[config.mk]
export PLATFORM = sky130hd
export DESIGN_NAME = audio_mix_arbiter
export DESIGN_NICKNAME = d
export VERILOG_FILES = /design/src/rtl/audio_pkg.sv /design/src/rtl/audio_mix_arbiter_sfx_square_voice.sv /design/src/rtl/audio_mix_arbiter.sv
export SDC_FILE = /design/constraint.sdc
export NUM_CORES = 1
export LEC_CHECK = 0
export CAP_MARGIN = 10
export CORE_AREA = 5 5 239 241
export CTS_BUF_LIST = sky130_fd_sc_hd__clkbuf_16
export CTS_CLUSTER_DIAMETER = 200
export CTS_CLUSTER_SIZE = 10
export DETAILED_ROUTE_END_ITERATION = 12
export DIE_AREA = 0 0 244 246
export PLACE_DENSITY_LB_ADDON = 0.08
export SYNTH_ARGS = -nofsm -noshare
export SYNTH_HDL_FRONTEND = slang
export SYNTH_HIERARCHICAL = 1
export SYNTH_SLANG_ARGS = --single-unit
[constraint.sdc]
create_clock -name CLOCK_50 -period 4.7 [get_ports CLOCK_50]
set_input_delay 0.47 -clock CLOCK_50 [delete_from_list [all_inputs] [get_ports CLOCK_50]]
set_output_delay 0.47 -clock CLOCK_50 [all_outputs]
set_load 0.01 [all_outputs]
[src/rtl/audio_pkg.sv]
// Shared sample width, saturation limits, FSM encodings and saturating add
// for the audio mix arbiter.
package audio_pkg;

   localparam int SAMPLE_W = 32;

   localparam logic signed [SAMPLE_W-1:0] SAT_MAX = 32'sh7FFF_FFFF;
   localparam logic signed [SAMPLE_W-1:0] SAT_MIN = 32'sh8000_0000;

   localparam logic [0:0] SFX_IDLE   = 1'b0;
   localparam logic [0:0] SFX_PLAY   = 1'b1;
   localparam logic [0:0] PACE_READY = 1'b0;
   localparam logic [0:0] PACE_GAP   = 1'b1;

   // Overflow shows up as disagreement between the two top bits of the 33-bit sum.
   function automatic logic signed [SAMPLE_W-1:0] sat_add(
      input logic signed [SAMPLE_W-1:0] a,
      input logic signed [SAMPLE_W-1:0] b
   );
      logic signed [SAMPLE_W:0] s;
      s = {a[SAMPLE_W-1], a} + {b[SAMPLE_W-1], b};
      if (s[SAMPLE_W] != s[SAMPLE_W-1])
         return s[SAMPLE_W] ? SAT_MIN : SAT_MAX;
      return s[SAMPLE_W-1:0];
   endfunction

endpackage

[src/rtl/audio_mix_arbiter_sfx_square_voice.sv]
// One-shot square-wave SFX voice with a one-deep pending request slot;
// emits the signed sample, a busy flag and a pulse for each dropped request.
module sfx_square_voice
   import audio_pkg::*;
#(
   parameter logic signed [SAMPLE_W-1:0] SFX_AMPL = 32'sd100000000
) (
   input  logic                CLOCK_50,
   input  logic                reset,
   input  logic                sfx_req,
   input  logic [31:0]         sfx_half_period,
   input  logic [31:0]         sfx_duration,
   output logic [SAMPLE_W-1:0] sfx_sample,
   output logic                sfx_busy,
   output logic                sfx_drop
);

   logic [0:0]  state;
   logic        pend_vld;
   logic [31:0] pend_hp;
   logic [31:0] pend_dur;
   logic [31:0] hp;
   logic [31:0] dur;
   logic [31:0] dur_cnt;
   logic [31:0] per_cnt;
   logic        pol;

   logic        req_ok;
   logic [31:0] req_hp;
   logic        play_end;

   // Zero-length requests never start or queue anything.
   assign req_ok   = sfx_req && (sfx_duration != 32'd0);
   assign req_hp   = (sfx_half_period == 32'd0) ? 32'd1 : sfx_half_period;
   assign play_end = (state == SFX_PLAY) && (dur_cnt == dur - 32'd1);
   assign sfx_drop = (state == SFX_PLAY) && !play_end && req_ok && pend_vld;

   assign sfx_busy   = (state == SFX_PLAY);
   assign sfx_sample = (state == SFX_PLAY) ? (pol ? SFX_AMPL : -SFX_AMPL) : '0;

   always_ff @(posedge CLOCK_50) begin
      if (reset) begin
         state    <= SFX_IDLE;
         pend_vld <= 1'b0;
         pend_hp  <= 32'd0;
         pend_dur <= 32'd0;
         hp       <= 32'd0;
         dur      <= 32'd0;
         dur_cnt  <= 32'd0;
         per_cnt  <= 32'd0;
         pol      <= 1'b1;
      end else if (state == SFX_IDLE) begin
         if (req_ok) begin
            state   <= SFX_PLAY;
            hp      <= req_hp;
            dur     <= sfx_duration;
            dur_cnt <= 32'd0;
            per_cnt <= 32'd0;
            pol     <= 1'b1;
         end
      end else if (play_end) begin
         // Back-to-back: pending request first, a same-cycle request refills the slot.
         if (pend_vld) begin
            hp       <= pend_hp;
            dur      <= pend_dur;
            dur_cnt  <= 32'd0;
            per_cnt  <= 32'd0;
            pol      <= 1'b1;
            pend_vld <= req_ok;
            if (req_ok) begin
               pend_hp  <= req_hp;
               pend_dur <= sfx_duration;
            end
         end else if (req_ok) begin
            hp      <= req_hp;
            dur     <= sfx_duration;
            dur_cnt <= 32'd0;
            per_cnt <= 32'd0;
            pol     <= 1'b1;
         end else begin
            state <= SFX_IDLE;
         end
      end else begin
         dur_cnt <= dur_cnt + 32'd1;
         if (per_cnt == hp - 32'd1) begin
            per_cnt <= 32'd0;
            pol     <= ~pol;
         end else begin
            per_cnt <= per_cnt + 32'd1;
         end
         if (req_ok && !pend_vld) begin
            pend_vld <= 1'b1;
            pend_hp  <= req_hp;
            pend_dur <= sfx_duration;
         end
      end
   end

endmodule

[src/rtl/audio_mix_arbiter.sv]
// Mixes music with the SFX voice, saturates, and paces codec writes.
// Build option AUDIO_MIX_DUCK_EN: attenuate music by DUCK_SHIFT while SFX plays.
module audio_mix_arbiter
   import audio_pkg::*;
#(
   parameter logic signed [SAMPLE_W-1:0] SFX_AMPL   = 32'sd100000000,
   parameter int                         DUCK_SHIFT = 2,
   parameter int                         DROP_CNT_W = 8
) (
   input  logic                  CLOCK_50,
   input  logic                  reset,
   input  logic [31:0]           music_sample,
   input  logic                  music_active,
   input  logic                  sfx_req,
   input  logic [31:0]           sfx_half_period,
   input  logic [31:0]           sfx_duration,
   input  logic                  audio_out_allowed,
   output logic [31:0]           left_channel_audio_out,
   output logic [31:0]           right_channel_audio_out,
   output logic                  write_audio_out,
   output logic                  sfx_busy,
   output logic [DROP_CNT_W-1:0] sfx_drop_cnt
);

   logic [SAMPLE_W-1:0]        sfx_raw;
   logic signed [SAMPLE_W-1:0] sfx_s;
   logic                       sfx_drop;
   logic signed [SAMPLE_W-1:0] music_m;
   logic signed [SAMPLE_W-1:0] mix_p0;
   logic [0:0]                 pace_st;

   sfx_square_voice #(
      .SFX_AMPL (SFX_AMPL)
   ) u_voice (
      .CLOCK_50        (CLOCK_50),
      .reset           (reset),
      .sfx_req         (sfx_req),
      .sfx_half_period (sfx_half_period),
      .sfx_duration    (sfx_duration),
      .sfx_sample      (sfx_raw),
      .sfx_busy        (sfx_busy),
      .sfx_drop        (sfx_drop)
   );

   assign sfx_s = $signed(sfx_raw);

   always_comb begin
      music_m = music_active ? $signed(music_sample) : '0;
`ifdef AUDIO_MIX_DUCK_EN
      if (sfx_busy)
         music_m = music_m >>> DUCK_SHIFT;
`endif
   end

   assign mix_p0 = sat_add(music_m, sfx_s);

   // Stage p0 -> output register: at most one write every two cycles.
   always_ff @(posedge CLOCK_50) begin
      if (reset) begin
         pace_st                 <= PACE_READY;
         write_audio_out         <= 1'b0;
         left_channel_audio_out  <= 32'd0;
         right_channel_audio_out <= 32'd0;
      end else if (pace_st == PACE_GAP) begin
         pace_st         <= PACE_READY;
         write_audio_out <= 1'b0;
      end else if (audio_out_allowed) begin
         pace_st                 <= PACE_GAP;
         write_audio_out         <= 1'b1;
         left_channel_audio_out  <= mix_p0;
         right_channel_audio_out <= mix_p0;
      end else begin
         write_audio_out <= 1'b0;
      end
   end

   always_ff @(posedge CLOCK_50) begin
      if (reset)
         sfx_drop_cnt <= '0;
      else if (sfx_drop && (sfx_drop_cnt != {DROP_CNT_W{1'b1}}))
         sfx_drop_cnt <= sfx_drop_cnt + {{(DROP_CNT_W-1){1'b0}}, 1'b1};
   end

endmodule

==> results.json <==
{
  "finalWeightedCongestion": 0.8893,
  "avgSynthCellArea_sq_um": 7.690,
  "synthAdderAreaFrac_pct": 3.254,
  "die_h_microns": 246,
  "r2r_cells": 13,
  "path_class": "reg2reg",
  "min_to": "right_channel_audio_out[17]",
  "ir_drop_mv": 0.2526,
  "synth_mux_area_share_pct": 0.3238,
  "r2r-start": "u_voice/dur[0]",
  "h-tree-depth": 1,
  "totalWireLength_microns": 55030,
  "drive_above_1_share_pct": 7.392,
  "rows": 86,
  "ios": 175,
  "synth_compound_area_share_pct": 28.68,
  "wire_per_inst_microns": 19.27,
  "netlist_instances": 2110,
  "synth-edff-count": 0,
  "die_w_microns": 244,
  "synthMostInstantiatedCell": "dfxtp_1",
  "io_buffers": 174,
  "ys_warn_count": 6,
  "post_cts.repair.setup_buffers": 0,
  "required_ns": 5.12,
  "synth-async-reset-ratio_pct": 0,
  "rr_endpoint": "u_voice/dur_cnt[16]",
  "fin_crit_ns": 4.266,
  "cts_tree": "built",
  "holdWs_ns": 0.4048,
  "drtIter0Drc": 1219,
  "synth_top_family_by_area": "compound AO/OA/AOI/OAI gates",
  "clkPwrFrac_pct": 34.3,
  "nFillCells": 5838,
  "hold_buffers": 0,
  "synth_top_area_share_pct": 29.12,
  "ys_ff_latch": 236,
  "clock-sinks": 236,
  "crit_path_start_kind": "flip-flop",
  "clkTransAtPathRegs_ns": 0.07,
  "clock.fmax_mhz": 234.4,
  "hold_class": "in2reg",
  "intPower_uw": 3812,
  "power.density_nw_per_um2": 297.9,
  "worstMarginPinSlew_ns": 1.255,
  "p_comb_share_pct": 25.9,
  "p_sw_share_pct": 32.47,
  "vias": 15846,
  "clock_latency_ns": 0.57,
  "clockBufferDepth": 3,
  "clock_skew_ns": 0.01507,
  "nets": 2290,
  "core-area_sq_um": 54660,
  "syn-cell-area_sq_um": 16230,
  "dp_hpwl_microns": 39510,
  "p_seq_share_pct": 39.8,
  "antenna_found_initial": 1,
  "start_util_pct": 29.69,
  "syn_to_final_growth_pct": 16.77,
  "grt_max_degree": 80,
  "cts_buffers": 27,
  "hold_start": "reset",
  "finalSetupViolCount": 0,
  "worstPathMaxFanout": 11,
  "maxSlewHeadroom_pct": 16.36,
  "drc": 0,
  "ys_types": 97,
  "grt.overflow.total": 0,
  "yosys.area_share.simple_pct": 24.28,
  "p_switching_uw": 1833,
  "cts-root-buf": "clkbuf_16",
  "fin_crit_sh_pct": 90.76,
  "maxCapViolations": 0,
  "hold_path_depth": 2,
  "yosysTopAreaCell": "dfxtp_1",
  "track_usage_pct": 17.54,
  "rsz0062_at_grt": "false",
  "drt-pass1-iter-count": 5,
  "cp-end-kind": "flip-flop",
  "leakagePower_uw": 0.006657,
  "r2r_setup_slack_ns": 0.43,
  "grt_pass1_wl_microns": 86880,
  "worstPathArrival_ns": 4.69,
  "cts.repair.resized": 0,
  "die_area_sq_um": 60020,
  "finalHoldViolCount": 0,
  "slew_violations": 0,
  "design_area_sq_um": 18950,
  "yosysSeqAreaShare_pct": 29.12,
  "dpl_cell_area_sq_um": 18210,
  "grt_pass1_vias": 14658,
  "synth_common_cells": "236 x dfxtp_1, 203 x a21oi_1, 199 x o21ai_0, 131 x nor2_1, 117 x clkbuf_1",
  "final.setup.tns_ns": 0,
  "synthTopCellsByArea": "dfxtp_1 29%, a21oi_1 6.3%, o21ai_0 6.1%",
  "ys.flop_type": "dfxtp_1",
  "viasPerCell": 5.548,
  "synth_xor_area_share_pct": 6.207,
  "ant_nets": 0,
  "status": "complete, no violations"
}
-- power groups by stage --
stage	clock [uW]	combinational, uW	sequential, uW
after detailed placement	0	1460	2290
after floorplan	0	1010	2250
after global placement	0	1460	2290
after global routing	2080	1610	2270
after CTS	2030	1470	2250
final	1940	1460	2250
-- sequential cells by signal, indices dropped and copies added (netlist names) --
name	flops
u_voice/per_cnt	32
sfx_drop_cnt	8
u_voice/pend_vld	1
u_voice/pend_dur	32
u_voice/hp	32
u_voice/sfx_busy	1
right_channel_audio_out	32
u_voice/pend_hp	32
u_voice/pol	1
u_voice/dur_cnt	32
pace_st	1
u_voice/dur	32
-- stage by stage --
stage / instances / utilization [%] / power, uW / setup WS (ns)
final: 2856 / 34.66 / 5645 / 0.4344
after global placement: 2825 / 33.32 / 3752 / 0.2916
after CTS: 2854 / 34.65 / 5744 / 0.2589
after global routing: 2856 / 34.66 / 5958 / 0.08284
after detailed placement: 2825 / 33.32 / 3755 / 0.3094
after floorplan: 2117 / - / 3260 / 1.051
-- cell type report --
class	count	area, sq um	area share [%]
flip-flops and latches	236	4725	24.93
clock buffers	27	675.6	3.566
clock inverters	2	50.05	0.2641
multi-input cells	1615	10260	54.16
diodes	1	2.502	0.01321
inverters	45	168.9	0.8914
well taps	704	880.8	4.649
repair buffers	226	2183	11.52
-- layout by cell type, fill, tap and decap left out, types with 20 or more instances in the layout --
master / n
a211oi_1: 93
a21oi_1: 203
a221oi_1: 20
a31oi_1: 23
and2_1: 44
and3_1: 33
buf_4: 48
clkbuf_16: 27
clkdlybuf4s50_1: 173
dfxtp_1: 236
ha_1: 37
inv_1: 44
nand2_1: 105
nand3_1: 107
nand4_1: 38
nor2_1: 130
nor3_1: 55
nor4_1: 56
o21ai_0: 199
or3_1: 77
xnor2_1: 66
xor2_1: 49
-- per-layer routing --
| layer | vias up | track usage, % | part of all wire [%] |
|---|---|---|---|
| met1 | 7445 | 26.35 | 49 |
| li1 | 7882 | - | - |
| met5 | - | 0 | 0 |
| met2 | 456 | 27.29 | 44 |
| met4 | 0 | 3.501 | 2.1 |
| met3 | 63 | 1.866 | 4.8 |
-- worst max path at each step --
stage	from	end	slack [ns]	cells past startpoint
after floorplan	u_voice/dur[0]	u_voice/dur_cnt[26]	1.05	12
after global placement	u_voice/dur[0]	u_voice/dur_cnt[16]	0.29	12
after detailed placement	u_voice/dur[0]	u_voice/dur_cnt[24]	0.31	12
after CTS	u_voice/dur[0]	u_voice/dur_cnt[16]	0.26	12
after global routing	u_voice/dur[0]	u_voice/dur_cnt[13]	0.08	13
final	u_voice/dur[0]	u_voice/dur_cnt[16]	0.43	13
-- critical path, stage by stage (launching register included) --
cell and delay, ns:
dfxtp_1 0.38, inv_1 0.10, ha_1 0.21, nor3b_2 0.18, buf_4 0.19, nand3_1 0.25, nor4b_1 0.45, xnor2_1 0.24
or4b_2 0.62, nor4_2 0.56, a21oi_1 0.31, buf_4 0.26, a221oi_1 0.27, nor3_1 0.08
-- logic make-up after synthesis --
family                     Yosys count
DFF                                236
xor gates and xnor gates           115
buffers and inverters              266
other                                1
and+or+nand+nor                    733
adders and majority gates           42
muxes                                5
AOI/OAI and AO/OA                  712
Note: power is estimated with default switching activity, not from simulation.
